### src/rtl/mac_booth_radix4_acc.sv
// Radix-4 Booth multiply-accumulate unit: one Booth digit per cycle into a carry-save pair, final add and accumulate.
// Optional macro MAC_BOOTH_ACC_SAT_EN: saturate the accumulator on overflow instead of wrapping.
module mac_booth_radix4_acc #(
    parameter int unsigned MUL_LEN = 24,
    parameter int unsigned ACC_LEN = 56
) (
    input  logic                   clk,
    input  logic                   rst,
    input  logic                   in_valid,
    output logic                   in_ready,
    input  logic [MUL_LEN-1:0]     a,
    input  logic [MUL_LEN-1:0]     b,
    input  logic                   signed_mode,
    input  logic                   acc_clr,
    output logic                   out_valid,
    input  logic                   out_ready,
    output logic [2*MUL_LEN-1:0]   product,
    output logic [ACC_LEN-1:0]     acc,
    output logic                   acc_ovf,
    output logic                   busy
);

    localparam int unsigned PW     = 2 * MUL_LEN + 2;
    localparam int unsigned RW     = 2 * MUL_LEN;
    localparam int unsigned BW     = MUL_LEN + 3;
    localparam int unsigned DIGITS = MUL_LEN / 2 + 1;
    localparam int unsigned CW     = $clog2(DIGITS);

    typedef enum logic [1:0] {
        IDLE,
        RUN,
        DONE
    } state_t;

    state_t          state;
    logic [CW-1:0]   cnt;
    logic [PW-1:0]   mcand;
    logic [BW-1:0]   mplr;
    logic [PW-1:0]   sum;
    logic [PW-1:0]   carry;
    logic            sgn_q;
    logic            clr_q;

    logic [PW-1:0]      pp;
    logic [PW-1:0]      sum_n;
    logic [PW-1:0]      carry_n;
    logic [RW-1:0]      fin;
    logic [ACC_LEN-1:0] base;
    logic [ACC_LEN-1:0] pext;
    logic [ACC_LEN:0]   asum;
    logic [ACC_LEN-1:0] acc_n;
    logic               ovf_n;

    // Booth digit select from the low three multiplier bits; mcand already carries the 2*i shift
    always_comb begin
        pp = '0;
        case (mplr[2:0])
            3'b001, 3'b010: pp = mcand;
            3'b011:         pp = mcand << 1;
            3'b100:         pp = ~(mcand << 1) + PW'(1);
            3'b101, 3'b110: pp = ~mcand + PW'(1);
            default:        pp = '0;
        endcase
        sum_n   = sum ^ carry ^ pp;
        carry_n = ((sum & carry) | (sum & pp) | (carry & pp)) << 1;
        fin     = RW'(sum_n) + RW'(carry_n);
    end

    // Accumulate with overflow detection; the base sign picks the saturation direction
    always_comb begin
        base  = clr_q ? '0 : acc;
        pext  = sgn_q ? ACC_LEN'($signed(fin)) : ACC_LEN'(fin);
        asum  = {1'b0, base} + {1'b0, pext};
        ovf_n = sgn_q ? ((base[ACC_LEN-1] == pext[ACC_LEN-1]) && (asum[ACC_LEN-1] != base[ACC_LEN-1]))
                      : asum[ACC_LEN];
        acc_n = asum[ACC_LEN-1:0];
`ifdef MAC_BOOTH_ACC_SAT_EN
        if (ovf_n) begin
            if (!sgn_q)
                acc_n = '1;
            else if (base[ACC_LEN-1])
                acc_n = {1'b1, {(ACC_LEN-1){1'b0}}};
            else
                acc_n = {1'b0, {(ACC_LEN-1){1'b1}}};
        end
`else
        acc_n = asum[ACC_LEN-1:0];
`endif
    end

    always_ff @(posedge clk or posedge rst) begin
        if (rst) begin
            state     <= IDLE;
            cnt       <= '0;
            mcand     <= '0;
            mplr      <= '0;
            sum       <= '0;
            carry     <= '0;
            sgn_q     <= 1'b0;
            clr_q     <= 1'b0;
            product   <= '0;
            acc       <= '0;
            acc_ovf   <= 1'b0;
            out_valid <= 1'b0;
            busy      <= 1'b0;
            in_ready  <= 1'b0;
        end else begin
            case (state)
                IDLE: begin
                    in_ready <= 1'b1;
                    if (in_valid && in_ready) begin
                        mcand    <= signed_mode ? PW'($signed(a)) : PW'(a);
                        mplr     <= {(signed_mode ? {2{b[MUL_LEN-1]}} : 2'b00), b, 1'b0};
                        sgn_q    <= signed_mode;
                        clr_q    <= acc_clr;
                        cnt      <= '0;
                        sum      <= '0;
                        carry    <= '0;
                        in_ready <= 1'b0;
                        busy     <= 1'b1;
                        state    <= RUN;
                    end
                end
                RUN: begin
                    sum   <= sum_n;
                    carry <= carry_n;
                    mcand <= mcand << 2;
                    mplr  <= mplr >> 2;
                    cnt   <= cnt + CW'(1);
                    if (cnt == CW'(DIGITS - 1)) begin
                        product   <= fin;
                        acc       <= acc_n;
                        acc_ovf   <= clr_q ? ovf_n : (acc_ovf | ovf_n);
                        out_valid <= 1'b1;
                        state     <= DONE;
                    end
                end
                DONE: begin
                    if (out_ready) begin
                        out_valid <= 1'b0;
                        busy      <= 1'b0;
                        in_ready  <= 1'b1;
                        state     <= IDLE;
                    end
                end
                default: state <= IDLE;
            endcase
        end
    end

endmodule

### config.mk
export PLATFORM = sky130hd
export DESIGN_NAME = mac_booth_radix4_acc
export DESIGN_NICKNAME = d
export VERILOG_FILES = /design/src/rtl/mac_booth_radix4_acc.sv
export SDC_FILE = /design/constraint.sdc
export NUM_CORES = 1
export LEC_CHECK = 0
export BUFFER_PORTS_ARGS = -buffer_cell sky130_fd_sc_hd__buf_2
export CORE_MARGIN = 3
export CORE_UTILIZATION = 62
export CTS_BUF_LIST = sky130_fd_sc_hd__clkbuf_8 sky130_fd_sc_hd__clkbuf_16
export CTS_CLUSTER_DIAMETER = 50
export DETAILED_ROUTE_END_ITERATION = 16
export PLACE_DENSITY = 0.82
export SETUP_SLACK_MARGIN = 0.5
export SYNTH_ARGS = -nofsm -noshare
export SYNTH_HDL_FRONTEND = slang
export SYNTH_SLANG_ARGS = --single-unit
### constraint.sdc
create_clock -name clk -period 11.4 [get_ports clk]
set_input_delay 1.14 -clock clk [delete_from_list [all_inputs] [get_ports clk]]
set_output_delay 1.14 -clock clk [all_outputs]
set_load 0.05 [all_outputs]
; ---- Word level (Yosys, flattened, before mapping)
; Cells that the tools add are included.
[classes]
reduce_logical = 15
n_eq_ne = 14
add_sub_neg = 5
n_mux = 28
bitwise = 10
[ops]
columns = op, n
row1 = $pmux 50 s2, 3
row2 = $pmux 50 s4, 1
row3 = $mux 50, 3
row4 = $and 49x49->49, 3
row5 = $mux 56, 2
row6 = $add 50x1->50 const B, 2
row7 = $not 50->50, 2
row8 = $xor 50x50->50, 2
row9 = $or 49x49->49, 2
row10 = $add 56x56->57, 1
row11 = $pmux 27 s2, 1
row12 = $add 48x48->48, 1
row13 = $mux 27, 1
row14 = $eq 3x3->1 const B, 3
row15 = $reduce_and 3->1, 3
row16 = $mux 2, 4
row17 = $pmux 4 s2, 1
row18 = $reduce_and 2->1, 4
row19 = $mux 1, 7
row20 = $eq 3x2->1 const B, 2
row21 = $ne 2x2->1 const B, 3
row22 = $pmux 1 s2, 3
row23 = $pmux 2 s3, 1
row24 = $reduce_bool 2->1, 3
row25 = other kinds (12), 14
[word_totals]
reg_bits = 293

; ---- Longest topological paths before layout
[depth]
ltp_word = 14
depth_mapped = 40
depth_no_buf = 39

; ---- Worst setup path after synthesis
; Ideal clock, no wire load.
[synth_timing]
path_kind = reg-to-reg
start = reg mcand[0]
end = reg acc[51]
n_path_buf = 0
required_ns = 11.322
setup_slack_ns = 3.392
arrival_time_ns = 7.931
path_stages_with_launch = 39
path_cell_list = dfrtp_1 > inv_1 > ha_1 > nor3b_1 > nand2_1 > nor2_1 > nand2_1 > or4_1 > nand2_1 > xnor2_1 > a221oi_1 > a31oi_1 > fa_1 > ha_1 > nand4_1 > nor2_1 > a211oi_1 > o31ai_1 > [... 3 more ...] > a21oi_1 > o21bai_1 > a21oi_1 > xnor2_1 > ha_1 > nand4_1 > nor2_1 > nor2_1 > o21ai_0 > a221o_1 > a311oi_1 > o21ai_0 > o21a_1 > maj3_2 > a21o_1 > xor2_1 > mux2_4 > a21oi_1
[synth_via]
elab_chain_len = 9
elab_cells_between_ends = 13
classes_between = 4 x add/sub / 2 x mux / 7 x bitwise
[synth_lines]
columns = element, line
row1 = start: declaration, 37  ; logic [PW-1:0] mcand;
row2 = start signal: assignment, 112  ; mcand <= signed_mode ? PW'($signed(a)) : PW'(a);
row3 = start signal: assignment, 127  ; mcand <= mcand << 2;
row4 = $not 50->50 (on tied branches), "61, 60"
row5 = $add 50x1->50 (on tied branches), "61, 60"
row6 = $pmux 50 s4 *, 57  ; case (mplr[2:0])
row7 = $and 49x49->49, 65  ; carry_n = ((sum & carry) | (sum & pp) | (carry & pp)) << 1;
row8 = $or 49x49->49 (2 in a row), 65
row9 = $add 48x48->48 *, 66  ; fin = RW'(sum_n) + RW'(carry_n);
row10 = net fin[29], 47  ; logic [RW-1:0] fin;
row11 = $mux 56 *, 72  ; pext = sgn_q ? ACC_LEN'($signed(fin)) : ACC_LEN'(fin);
row12 = $add 56x56->57 *, 73  ; asum = {1'b0, base} + {1'b0, pext};
row13 = end signal: assignment, 132  ; acc <= acc_n;
row14 = end: declaration, 18  ; output logic [ACC_LEN-1:0] acc,
; The timed path passes the listed nets; every way through them passes the cells marked *.
; A chain may end at the register's enable or synchronous reset.

; ---- Worst setup path after layout
[layout_timing]
start = reg mplr[1]
end = reg acc[55]
[layout_via]
elab_chain_len = 9
elab_cells_between_ends = 17
classes_between = 2 x add/sub / 6 x eq/ne / 2 x mux / 5 x bitwise / 2 x reduce/logical
[layout_lines]
columns = element, line
row1 = start: declaration, 38  ; logic [BW-1:0] mplr;
row2 = start signal: assignment, 113  ; mplr <= {(signed_mode ? {2{b[MUL_LEN-1]}} : 2'b00), b, 1'b0};
row3 = start signal: assignment, 128  ; mplr <= mplr >> 2;
row4 = "$eq 3x3->1, or another cell as far along", 57
row5 = $reduce_or 2->1, 57
row6 = $pmux 50 s4 *, 57
row7 = $and 49x49->49, 65
row8 = $or 49x49->49 (2 in a row), 65
row9 = $add 48x48->48 *, 66
row10 = net fin[29], 47
row11 = $mux 56 *, 72
row12 = $add 56x56->57 *, 73
; Marks and branches as above.

==> flow_summary.ini <==
[clocking]
clock_tree.root_cell = clkbuf_16
clockBufferDepth = 3
clkLatencyLatePin_ns = 0.53
post_cts_buffers = 0
cts_tree = built
post_cts_resized = 0
h-tree-depth = 2
cts.sinks = 285
cts.clk_slew.worst_paths_ns = 0.06
cts_made_buffers = 39
ctsHoldBuffers = 0

[finish]
regArea_sq_um = 7130
layout.nets = 2733
multi_input_area_sq_um = 12200
diodes = 0
drive_above_1_share_pct = 11.5
fillers = 2573
area_growth_pct = 11.5

[global_route]
grt_pass1_vias = 18300
grt_pass1_wl_microns = 92700
overflow = 0
antenna_found_initial = 0
grt_usage_pct = 31.8
grt_max_degree = 107

[sta]
period_share_pct = 84.6
slew_headroom_pct = 18.0
fmax_ghz = 0.104
tightest_slew_ns = 1.23
setup-violations-final = 0
totalNegativeSetupSlack_ns = 0
min_period_ns = 9.64
rsz0062_at_grt = false
finalHoldViolCount = 0
drv_slew = 0
clock_skew_ns = 0.0170

[logic_synthesis]
yosys.area.top_type_share_pct = 35.3
synth_area_leaders = dfrtp_1 (35%), nand2_1 (9.3%), ha_1 (6.4%), o21ai_0 (5.6%), fa_1 (4.8%)
yosysWarnings = 0
synth_compound_area_share_pct = 19.4
syn_inst = 2464
synthMuxAreaShare_pct = 1.15
yosys.area_share.adder_pct = 11.2
synth-xor-area-share_pct = 6.88
synthFlopType = dfrtp_1
synth-edff-count = 0
seq_area_frac_synth_pct = 35.3
syn-cell-area_sq_um = 20200
postSynthAreaPerCell_sq_um = 8.21
ys_types = 82
synthArstFlopShare_pct = 100
syn-num-nets = 2669
synth-simple-area-share_pct = 21.7
synth_top_family_by_area = simple AND/OR/NAND/NOR gates
yosys_register_bits = 285
synth_area_leader_cell = dfrtp_1

[floorplanning]
die_h_microns = 187
coreArea_sq_um = 31900
die-area_sq_um = 34800
start_util_pct = 63.4
die_w_microns = 187
io_pins = 162
num_rows = 65

[drt]
first_iter_violations = 1483
dr.pass1.iters = 8
wl_per_cell_microns = 18.6
vias = 18300
antenna_left = 0
vias_per_cell = 6.10
wl_microns = 55700
drc_errors = 0

[critical_path]
cpMostUsedCell = o21ai_0
path_class = flop to flop
worst_path_max_delay_cell = a211oi_1
cp.arrival_ns = 10.03
slowest_delay_ns = 0.58
path_max_fanout = 25
crit_path_start_kind = flop
critPathCaptureType = flop
required_ns = 11.79

[flow_run]
maxCapViolCount = 0

[placement]
dp_hpwl_microns = 39300
portBuffers = 161
gp_congestion = 0.951

[run_status]
outcome = finished, final reports clean

[worst_hold_path]
hp-class = flop to flop
[placed cells by master, fill, tap and decap left out, types with 8 or more instances in the layout]
master | netlist | layout
a211oi_1 | 11 | 11
a21o_1 | 62 | 62
a21oi_1 | 119 | 119
a221oi_1 | 16 | 16
a22oi_1 | 17 | 17
a31oi_1 | 17 | 17
and3_1 | 13 | 12
buf_2 | 3 | 161
buf_4 | 1 | 20
bufinv_16 | 0 | 8
clkbuf_16 | 0 | 39
dfrtp_1 | 285 | 283
fa_1 | 48 | 48
ha_1 | 103 | 103
inv_1 | 69 | 74
mux2_2 | 14 | 14
nand2_1 | 499 | 499
nand2b_1 | 26 | 25
nand3_1 | 96 | 95
nand4_1 | 14 | 14
nor2_1 | 187 | 186
nor2b_1 | 68 | 67
nor3_1 | 26 | 26
nor4_1 | 10 | 10
o21a_1 | 12 | 12
o21ai_0 | 225 | 225
o21bai_1 | 21 | 21
o22ai_1 | 51 | 51
o31ai_1 | 17 | 17
or2_2 | 9 | 8
or3_1 | 14 | 14
xnor2_1 | 97 | 97
xor2_1 | 59 | 59
[layer usage]
layer / share of wire, % / vias to the layer above / GRT usage [%]
li1: - / 8639 / -
met1: 41 / 8853 / 41.2
met2: 49 / 648 / 55.3
met3: 6.1 / 115 / 3.74
met4: 3.5 / 0 / 11.5
met5: 0 / - / 0
[sequential cells by signal, summed over array words and instances, names as in the netlist]
| signal | count |
|---|---|
| sgn_q | 1 |
| clr_q | 1 |
| sum | 48 |
| mcand | 48 |
| product | 48 |
| acc_ovf | 1 |
| mplr | 26 |
| acc | 56 |
| carry | 47 |
| in_ready | 1 |
| cnt | 4 |
| out_valid | 1 |
| state | 2 |
| busy | 1 |
[layout make-up]
type	count	area share, %
clock buffers	43	4.57
multi-input cells	1951	54.3
well taps	435	2.41
flip-flops and latches	285	31.6
inverters	70	1.20
clock inverters	27	1.61
repair buffers	181	4.24
[final timing paths]
check,startpoint,slack [ns],endpoint,cells after the start
min in group asynchronous,rst,0.67,mcand[8],2
max in group asynchronous,rst,8.36,acc[12],4
max,mplr[1],1.76,acc[55],37
min,product[12],0.47,product[12],2
max reg2reg,mplr[1],1.76,acc[55],37
min reg2reg,product[12],0.47,product[12],2
[worst max-delay path, delay by kind of cell (launching register included)]
kind	cells	cell delay, ns
fa+ha+maj	5	1.64
compound gates	20	4.90
buf+inv	4	1.03
xor+xnor	2	0.37
flops	1	0.56
simple gates	6	0.95
[Yosys cell counts, types with 10 or more instances]
master	number
ha_1	103
o21a_1	12
a21oi_1	119
clkbuf_1	143
or3_1	14
nor4_1	10
dfrtp_1	285
nor3_1	26
fa_1	48
o21bai_1	21
xor2_1	59
o31ai_1	17
nor2_1	187
inv_1	69
a221oi_1	16
nand2_1	499
mux2_2	14
a211oi_1	11
o22ai_1	51
and3_1	13
xnor2_1	97
a22oi_1	17
a21o_1	62
nor2b_1	68
nand2b_1	26
nand4_1	14
nand3_1	96
a31oi_1	17
o21ai_0	225
[per-stage QoR]
stage                     hold slack, ns  cell area (sq um)  setup slack (ns)  instances  util, %
final                              0.468              22500              1.76       2992     70.7
after global routing               0.490              22500              1.13       2992     70.7
after CTS                          0.470              22500              1.87       2992     70.7
after detailed placement           0.457              21200              1.88       2922     66.4
after global placement             0.453              21200              2.08       2922     66.4
after floorplan                    0.458              20200              2.40       2464        -
[logic make-up (layout without fill, tap and decap cells)]
group | Yosys count | count (layout)
compound gates | 631 | 631
xor+xnor | 157 | 157
fa+ha+maj | 153 | 153
flops | 285 | 285
mux | 21 | 21
simple gates | 989 | 989
buf+inv | 228 | 321
Power is left out: the tool's default activity adds up to more than one toggle a clock period on the data nets, which glitch-free logic cannot reach.
